===== src/rtl/microwave_cu_gen2_pkg.sv =====
// Shared constants and state encoding for the microwave control unit.
package microwave_pkg;

  localparam int STATE_W = 3;

  localparam logic [STATE_W-1:0] IDLE   = 3'd0;
  localparam logic [STATE_W-1:0] SELECT = 3'd1;
  localparam logic [STATE_W-1:0] RUN    = 3'd2;
  localparam logic [STATE_W-1:0] PAUSE  = 3'd3;
  localparam logic [STATE_W-1:0] FINISH = 3'd4;

  localparam int FIELD_SEC = 0;
  localparam int FIELD_MIN = 1;

  typedef enum logic [STATE_W-1:0] {
    ST_IDLE   = IDLE,
    ST_SELECT = SELECT,
    ST_RUN    = RUN,
    ST_PAUSE  = PAUSE,
    ST_FINISH = FINISH
  } state_t;

endpackage


===== src/rtl/microwave_cu_gen2_if.sv =====
// Control-unit signal bundle between the input conditioning, the timer datapath and the controller.
interface microwave_cu_gen2_if
  import microwave_pkg::*;
#(
  parameter int NUM_FIELDS = 2
);

  logic                  enable;
  logic                  door_open;
  logic                  btn_sel;
  logic                  btn_start;
  logic                  finish;
  logic                  time_zero;
  logic                  tick;
  logic [NUM_FIELDS-1:0] sel;
  logic                  run;
  logic                  paused;
  logic                  toggle;
  logic [STATE_W-1:0]    state;

  modport master (
    output enable, door_open, btn_sel, btn_start, finish, time_zero, tick,
    input  sel, run, paused, toggle, state
  );

  modport slave (
    input  enable, door_open, btn_sel, btn_start, finish, time_zero, tick,
    output sel, run, paused, toggle, state
  );

endinterface


===== src/rtl/microwave_cu_gen2_btn_edge.sv =====
// Rising-edge detector; history resets high so a button held through reset never fires.
module btn_edge (
  input  logic clk,
  input  logic rst_n,
  input  logic level,
  output logic rise
);

  logic prev;

  always_ff @(posedge clk or negedge rst_n) begin
    if (!rst_n) prev <= 1'b1;
    else        prev <= level;
  end

  assign rise = level & ~prev;

endmodule


===== src/rtl/microwave_cu_gen2.sv =====
// Microwave cook-cycle controller: field select, run/pause/resume, door interlock, timed alarm.
//   state  | meaning
//   IDLE   | powered off / waiting for enable
//   SELECT | editing time field idx, start allowed if door closed and time nonzero
//   RUN    | timer counting down
//   PAUSE  | cycle suspended, time retained
//   FINISH | alarm active until start press or ALARM_TICKS ticks
module microwave_cu_gen2
  import microwave_pkg::*;
#(
  parameter  int NUM_FIELDS  = 2,
  parameter  int ALARM_TICKS = 5,
  localparam int IDX_W       = $clog2(NUM_FIELDS),
  localparam int ALM_W       = $clog2(ALARM_TICKS + 1)
) (
  input  logic                clk,
  input  logic                rst_n,
  microwave_cu_gen2_if.slave  bus
);

  state_t             state_q, state_d;
  logic [IDX_W-1:0]   idx_q, idx_d;
  logic [ALM_W-1:0]   alm_q, alm_d;
  logic               sel_edge, start_edge;

  btn_edge u_sel_edge (
    .clk   (clk),
    .rst_n (rst_n),
    .level (bus.btn_sel),
    .rise  (sel_edge)
  );

  btn_edge u_start_edge (
    .clk   (clk),
    .rst_n (rst_n),
    .level (bus.btn_start),
    .rise  (start_edge)
  );

  always_ff @(posedge clk or negedge rst_n) begin
    if (!rst_n) begin
      state_q <= ST_IDLE;
      idx_q   <= '0;
      alm_q   <= '0;
    end else begin
      state_q <= state_d;
      idx_q   <= idx_d;
      alm_q   <= alm_d;
    end
  end

  always_comb begin
    state_d = state_q;
    idx_d   = idx_q;
    alm_d   = alm_q;
    case (state_q)
      ST_IDLE: begin
        if (bus.enable) begin
          state_d = ST_SELECT;
          idx_d   = '0;
        end
      end
      ST_SELECT: begin
        if (!bus.enable) begin
          state_d = ST_IDLE;
        end else if (start_edge && !bus.door_open && !bus.time_zero) begin
          state_d = ST_RUN;
        end else if (sel_edge) begin
          idx_d = (idx_q == IDX_W'(NUM_FIELDS - 1)) ? '0 : idx_q + 1'b1;
        end
      end
      ST_RUN: begin
        if (!bus.enable) begin
          state_d = ST_IDLE;
        end else if (bus.finish) begin
          state_d = ST_FINISH;
          alm_d   = '0;
        end else if (bus.door_open || start_edge) begin
          state_d = ST_PAUSE;
        end
      end
      ST_PAUSE: begin
        if (!bus.enable || sel_edge) begin
          state_d = ST_IDLE;
        end else if (start_edge && !bus.door_open) begin
          state_d = ST_RUN;
        end
      end
      ST_FINISH: begin
        if (start_edge) begin
          state_d = ST_IDLE;
        end else if (bus.tick) begin
          if (alm_q == ALM_W'(ALARM_TICKS - 1)) state_d = ST_IDLE;
          // saturate rather than wrap in case the terminal compare is ever missed
          if (alm_q != ALM_W'(ALARM_TICKS)) alm_d = alm_q + 1'b1;
        end
      end
      default: state_d = ST_IDLE;
    endcase
  end

  assign bus.sel    = (state_q == ST_SELECT) ? (NUM_FIELDS'(1) << idx_q) : '0;
  assign bus.run    = (state_q == ST_RUN);
  assign bus.paused = (state_q == ST_PAUSE);
  assign bus.toggle = (state_q == ST_FINISH);
  assign bus.state  = state_q;

endmodule


===== src/flat_wrapper.sv =====
// flat-port wrapper written by rule: the top's interface ports become plain ports
module microwave_cu_gen2_flat import microwave_pkg::*;
#(
  parameter  int NUM_FIELDS  = 2,
  parameter  int ALARM_TICKS = 5,
  localparam int IDX_W       = $clog2(NUM_FIELDS),
  localparam int ALM_W       = $clog2(ALARM_TICKS + 1)
)
  (clk, rst_n, bus_enable, bus_door_open, bus_btn_sel, bus_btn_start, bus_finish, bus_time_zero, bus_tick, bus_sel, bus_run, bus_paused, bus_toggle, bus_state);
  microwave_cu_gen2_if #(.NUM_FIELDS(NUM_FIELDS)) bus_i ();
  input  logic clk;
  input  logic rst_n;
  input wire logic [$bits(bus_i.enable)-1:0] bus_enable;
  input wire logic [$bits(bus_i.door_open)-1:0] bus_door_open;
  input wire logic [$bits(bus_i.btn_sel)-1:0] bus_btn_sel;
  input wire logic [$bits(bus_i.btn_start)-1:0] bus_btn_start;
  input wire logic [$bits(bus_i.finish)-1:0] bus_finish;
  input wire logic [$bits(bus_i.time_zero)-1:0] bus_time_zero;
  input wire logic [$bits(bus_i.tick)-1:0] bus_tick;
  output wire logic [$bits(bus_i.sel)-1:0] bus_sel;
  output wire logic [$bits(bus_i.run)-1:0] bus_run;
  output wire logic [$bits(bus_i.paused)-1:0] bus_paused;
  output wire logic [$bits(bus_i.toggle)-1:0] bus_toggle;
  output wire logic [$bits(bus_i.state)-1:0] bus_state;
  assign bus_i.enable = bus_enable;
  assign bus_i.door_open = bus_door_open;
  assign bus_i.btn_sel = bus_btn_sel;
  assign bus_i.btn_start = bus_btn_start;
  assign bus_i.finish = bus_finish;
  assign bus_i.time_zero = bus_time_zero;
  assign bus_i.tick = bus_tick;
  assign bus_sel = bus_i.sel;
  assign bus_run = bus_i.run;
  assign bus_paused = bus_i.paused;
  assign bus_toggle = bus_i.toggle;
  assign bus_state = bus_i.state;
  microwave_cu_gen2 #(.NUM_FIELDS(NUM_FIELDS), .ALARM_TICKS(ALARM_TICKS)) u_core (.clk(clk), .rst_n(rst_n), .bus(bus_i));
endmodule

===== config.mk =====
export PLATFORM = sky130hd
export DESIGN_NAME = microwave_cu_gen2_flat
export DESIGN_NICKNAME = d
export VERILOG_FILES = /design/src/rtl/microwave_cu_gen2_pkg.sv /design/src/rtl/microwave_cu_gen2_if.sv /design/src/rtl/microwave_cu_gen2_btn_edge.sv /design/src/rtl/microwave_cu_gen2.sv /design/src/flat_wrapper.sv
export SDC_FILE = /design/constraint.sdc
export NUM_CORES = 1
export LEC_CHECK = 0
export CAP_MARGIN = 20
export CORE_MARGIN = 3
export CORE_UTILIZATION = 45
export DETAILED_ROUTE_END_ITERATION = 10
export HOLD_SLACK_MARGIN = 0.12
export PLACE_DENSITY = 0.85
export REMOVE_ABC_BUFFERS = 1
export SYNTH_ARGS = -nofsm -noshare
export SYNTH_HDL_FRONTEND = slang
export SYNTH_SLANG_ARGS = --single-unit
export TNS_END_PERCENT = 1

===== constraint.sdc =====
create_clock -name clk -period 3.1 [get_ports clk]
set_clock_uncertainty 0.1 [all_clocks]
set_input_delay 0.62 -clock clk [delete_from_list [all_inputs] [get_ports clk]]
set_output_delay 0.62 -clock clk [all_outputs]
set_load 0.1 [all_outputs]

Yosys cells after proc, flatten, opt, wreduce, memory -nomap -nowiden
Index checks and enable logic that the tools add are counted.
Widths: inputs -> output; s select.
- register bits after elaboration: 9
- output and inout bits: 8
- word-level logic and storage cells: 70
- bitwise gates (word level): 4
- add/subtract/negate cells: 2
- reductions and logical operators: 13
- shifts and indexed selects: 1
- mux-type cells: 25
- equality and inequality tests: 20
- operator list (kind ; number):
    $mux 3 ; 16
    $pmux 3 s5 ; 1
    $ne 2x2->1 const B ; 7
    $reduce_and 6->1 ; 2
    $eq 3x2->1 const B ; 2
    $eq 3x3->1 const B ; 2
    $ne 3x1->1 const B ; 2
    $ne 3x2->1 const B ; 2
    $pmux 3 s2 ; 1
    $mux 1 ; 5
    $reduce_and 5->1 ; 1
    $ne 2x1->1 const B ; 2
    $ne 4x3->1 const B ; 1
    $reduce_bool 2->1 ; 2
    $add 3x1->3 const B ; 1
    $eq 3x1->1 const B ; 1
    $logic_not 1->1 ; 3
    $logic_not 3->1 ; 1
    $ne 3x3->1 const B ; 1
    $and 1x1->1 ; 2
    $logic_and 1x1->1 ; 2
    $logic_or 1x1->1 ; 2
    $mux 2 ; 1
    $not 1->1 ; 2
    3 further kinds ; 3

Depth between registers and ports, before layout
- word-level depth: 7
- mapped depth: 7
- mapped depth without buffers: 6

Hierarchy
From an unflattened synthesis, not the netlist that was laid out.
- cell total of the unflattened synthesis: 65
- area, all modules: 611.8 um^2
- by module, submodules not included (module ; area an instance (um^2) ; cells each ; times used):
    microwave_cu_gen2 ; 531.8 ; 61 ; 1
    btn_edge ; 40.0 ; 2 ; 2

Least setup slack after synthesis
OpenSTA, ideal clock, no wires.
- kind: register to output
- start: reg u_core.state_q[1], in the netlist u_core.bus.state[1]
- end: out bus_run
- setup slack: -0.933 ns
- cell stages (with the launch flop): 2
- arrival: 3.313 ns
- data required time: 2.380 ns
- buffers on the path: 0
- path through: dfrtp_1 nor3b_1
- cells in the longest elaborated chain, start to end: 1
- ends and longest elaborated chain (item ; line ; text):
    start, declared ; microwave_cu_gen2.sv:21 ; state_t state_q, state_d;
    start signal, assigned ; microwave_cu_gen2.sv:46 ; state_q <= state_d;
    $eq 3x2->1 ; microwave_cu_gen2.sv:103 ; assign bus.run = (state_q == ST_RUN);
    end, declared ; flat_wrapper.sv:21 ; output wire logic [$bits(bus_i.run)-1:0] bus_run;
Every way passes these cells.

Worst setup path after layout
- start: reg u_core.state_q[0], in the netlist u_core.bus.state[0]
- end: out bus_toggle
- cells in the longest elaborated chain, start to end: 1
- ends and longest elaborated chain (item ; line ; text):
    $eq 3x3->1 ; microwave_cu_gen2.sv:105 ; assign bus.toggle = (state_q == ST_FINISH);
    end, declared ; flat_wrapper.sv:23 ; output wire logic [$bits(bus_i.toggle)-1:0] bus_toggle;
Every way passes these cells.

==> results.sh <==
export IMPL_die_h_um=44.1
export IMPL_core_area_mm2=0.00133
export IMPL_io_buffers=16
export IMPL_grt_ovfl_total=0
export IMPL_cts_htree_levels=1
export IMPL_synth_simple_area_share_pct=26.6
export IMPL_crit_family="flip-flops"
export IMPL_cp_required_ns=2.38
export IMPL_synth_top_family_by_area="simple AND/OR/NAND/NOR gates"
export IMPL_track_usage_pct=16.1
export IMPL_synth_area_per_cell_um2=9.48
export IMPL_critPathKind="reg -> out"
export IMPL_die_x_um=44.1
export IMPL_cts_root_buf="clkbuf_4"
export IMPL_yosys_mux_area_fraction_pct=5.74
export IMPL_grt_pass1_vias=536
export IMPL_synth_seq_cells=9
export IMPL_cpPeakStageDelay_ns=0.48
export IMPL_tritoncts_num_buffers=3
export IMPL_power_uw=693
export IMPL_clk_pin_slew_ns=0.06
export IMPL_antenna_found_initial=0
export IMPL_initial_utilization_pct=49.1
export IMPL_drive_above_1_share_pct=31.0
export IMPL_synth_fa_ha_area_share_pct=5.74
export IMPL_ys_seq_area_share_pct=34.8
export IMPL_fin_crit_sh_pct=68.9
export IMPL_die_area_mm2=0.00195
export IMPL_synth_xor_area_share_pct=0
export IMPL_clock_latency_ns=0.26
export IMPL_layout_setup_ws_ns=0.966
export IMPL_drc_errors=0
export IMPL_ioPinCount=17
export IMPL_synth_top_cell_area_share_pct=26.8
export IMPL_rsz0062_at_grt="false"
export IMPL_crit_path_max_fanout=11
export IMPL_wl_um=1440
export IMPL_status="complete, no violations"
export IMPL_yosysMostFrequentCell="nor2_1"
export IMPL_whs_ns=0.432
export IMPL_syn_cell_area_um2=654
export IMPL_drv_cap=0
export IMPL_synthTopCellsByCount="nor2_1, dfrtp_1, nand2_1"
export IMPL_worst_pin_slew_ns=0.433
export IMPL_fill_cells=128
export IMPL_synth_compound_area_share_pct=20.3
export IMPL_period_needed_ns=2.13
export IMPL_gp_congestion=0.807
export IMPL_finalSetupTns_ns=0
export IMPL_antenna_left=0
export IMPL_cp_slowest_cell="dfrtp_1"
export IMPL_vias=580
export IMPL_hold_viol=0
export IMPL_setup_viol=0
export IMPL_worstSetupEndpointType="output port"
export IMPL_cts_resized=0
export IMPL_slew_viol_final=0
export IMPL_yosys_warnings=0
export IMPL_synth_top_cells_by_area="dfrtp_1, dfstp_2, ha_1"
export IMPL_dominantRegCellSynth="dfrtp_1"
export IMPL_synth_top_cell_by_area="dfrtp_1"
export IMPL_clock_tree_buffer_depth=2
export IMPL_n_antenna_cell=0
export IMPL_pre_cts_ws_ns=0.758
export IMPL_ys_types=37
export IMPL_worstSetupStartpointType="flip-flop"
export IMPL_wire_per_inst_um=14.1
export IMPL_firstDrtPassIters=4
export IMPL_clkSinkCount=9
export IMPL_synthArstFlopShare_pct=100
export IMPL_final_core_util_pct=61.5
export IMPL_dpl_hpwl_um=1110
export IMPL_grt_max_degree=12
export IMPL_cp_num_buf_inv=2
export IMPL_core_rowCount=13
export IMPL_finalInstanceArea_um2=821
export IMPL_layout_nets=100
export IMPL_grt_pass1_wl_um=2330
export IMPL_syn_inst=69
export IMPL_placed_area_um2=795
export IMPL_vdd_drop_max_v=0.000348
export IMPL_power_density_mw_per_mm2=844
export IMPL_cts_tree="yes"
export IMPL_relSlewSlack_pct=71.0
export IMPL_worstPathCellList="nor2_1, nand2_2, inv_2, buf_4"
export IMPL_holdBufCountCts=0
export IMPL_power_leakage_nw=0.371
export IMPL_dp_cells=98
export IMPL_cp_data_arrival_time_ns=1.41
export IMPL_synth_edf_count=0
export IMPL_min_path_type="reg -> reg"
export IMPL_cts_setup_buffers=0
export IMPL_fin_cells=102
export IMPL_routed_via_density=5.69
export IMPL_syn_to_final_growth_pct=25.4
export IMPL_max_freq_mhz=469
export IMPL_drtIter0Drc=7
## layout make-up
class                   count  area, um2  share of cell area, %
well taps                  15       18.8                   2.29
multi-input cells          51        382                   46.5
repair buffers             16        140                   17.1
inverters                   7       26.3                   3.20
clock buffers               4       26.3                   3.20
flip-flops and latches      9        228                   27.7
## worst register-to-register path, delay by kind of cell, from the launching register on
family | cells | cell delay (ns)
muxes | 1 | 0.31
DFF | 1 | 0.47
and+or+nand+nor | 1 | 0.23
AOI/OAI and AO/OA | 2 | 0.45
## metal layers
layer / share of wire (%) / track usage, % / wire, um
met5: 0 / 0 / 0
met4: 0.56 / 5.42 / 8
met3: 8.3 / 4.47 / 120
met2: 46 / 26.2 / 666
met1: 45 / 20.6 / 642
## layout by cell type, fill, tap and decap left out, types with 2 or more instances in the layout
cell type	synthesis	routed
a22o_1	2	2
dfrtp_1	7	7
inv_1	6	6
nand2_2	2	2
nand2_1	7	7
clkdlybuf4s50_1	0	8
ha_1	3	3
clkbuf_4	0	3
nand3_1	2	2
dfstp_2	2	2
nor2_1	8	8
buf_4	1	8
nor3b_1	2	2
mux2_2	2	2
## final timing paths
kind | to | cells after the start | start | slack [ns]
max in group asynchronous | u_core.u_start_edge.prev | 1 | rst_n | 2.01
min in group asynchronous | u_core.idx_q | 1 | rst_n | 0.56
worst min-delay path | u_core.alm_q[1] | 1 | u_core.alm_q[1] | 0.43
worst max-delay path | bus_toggle | 4 | u_core.bus.state[0] | 0.97
worst min register to register | u_core.alm_q[1] | 1 | u_core.alm_q[1] | 0.43
worst max register to register | u_core.bus.state[1] | 4 | u_core.bus.state[1] | 1.43
## kinds of logic after synthesis
logic type | after synthesis
and+or+nand+nor | 30
AOI/OAI and AO/OA | 15
buffers and inverters | 9
DFF | 9
muxes | 3
adders and majority gates | 3
## state kept, by name, indices dropped and copies added (netlist names)
name and cells:
u_core.alm_q 3, u_core.u_sel_edge.prev 1, u_core.idx_q 1, u_core.bus.state 3, u_core.u_start_edge.prev 1
## power breakdown
group / switching, mW / internal [mW]
Combinational: 0.308 / 0.115
Clock: 0.0417 / 0.0495
Sequential: 0.0400 / 0.138
Power figures use the tool's default switching activity.
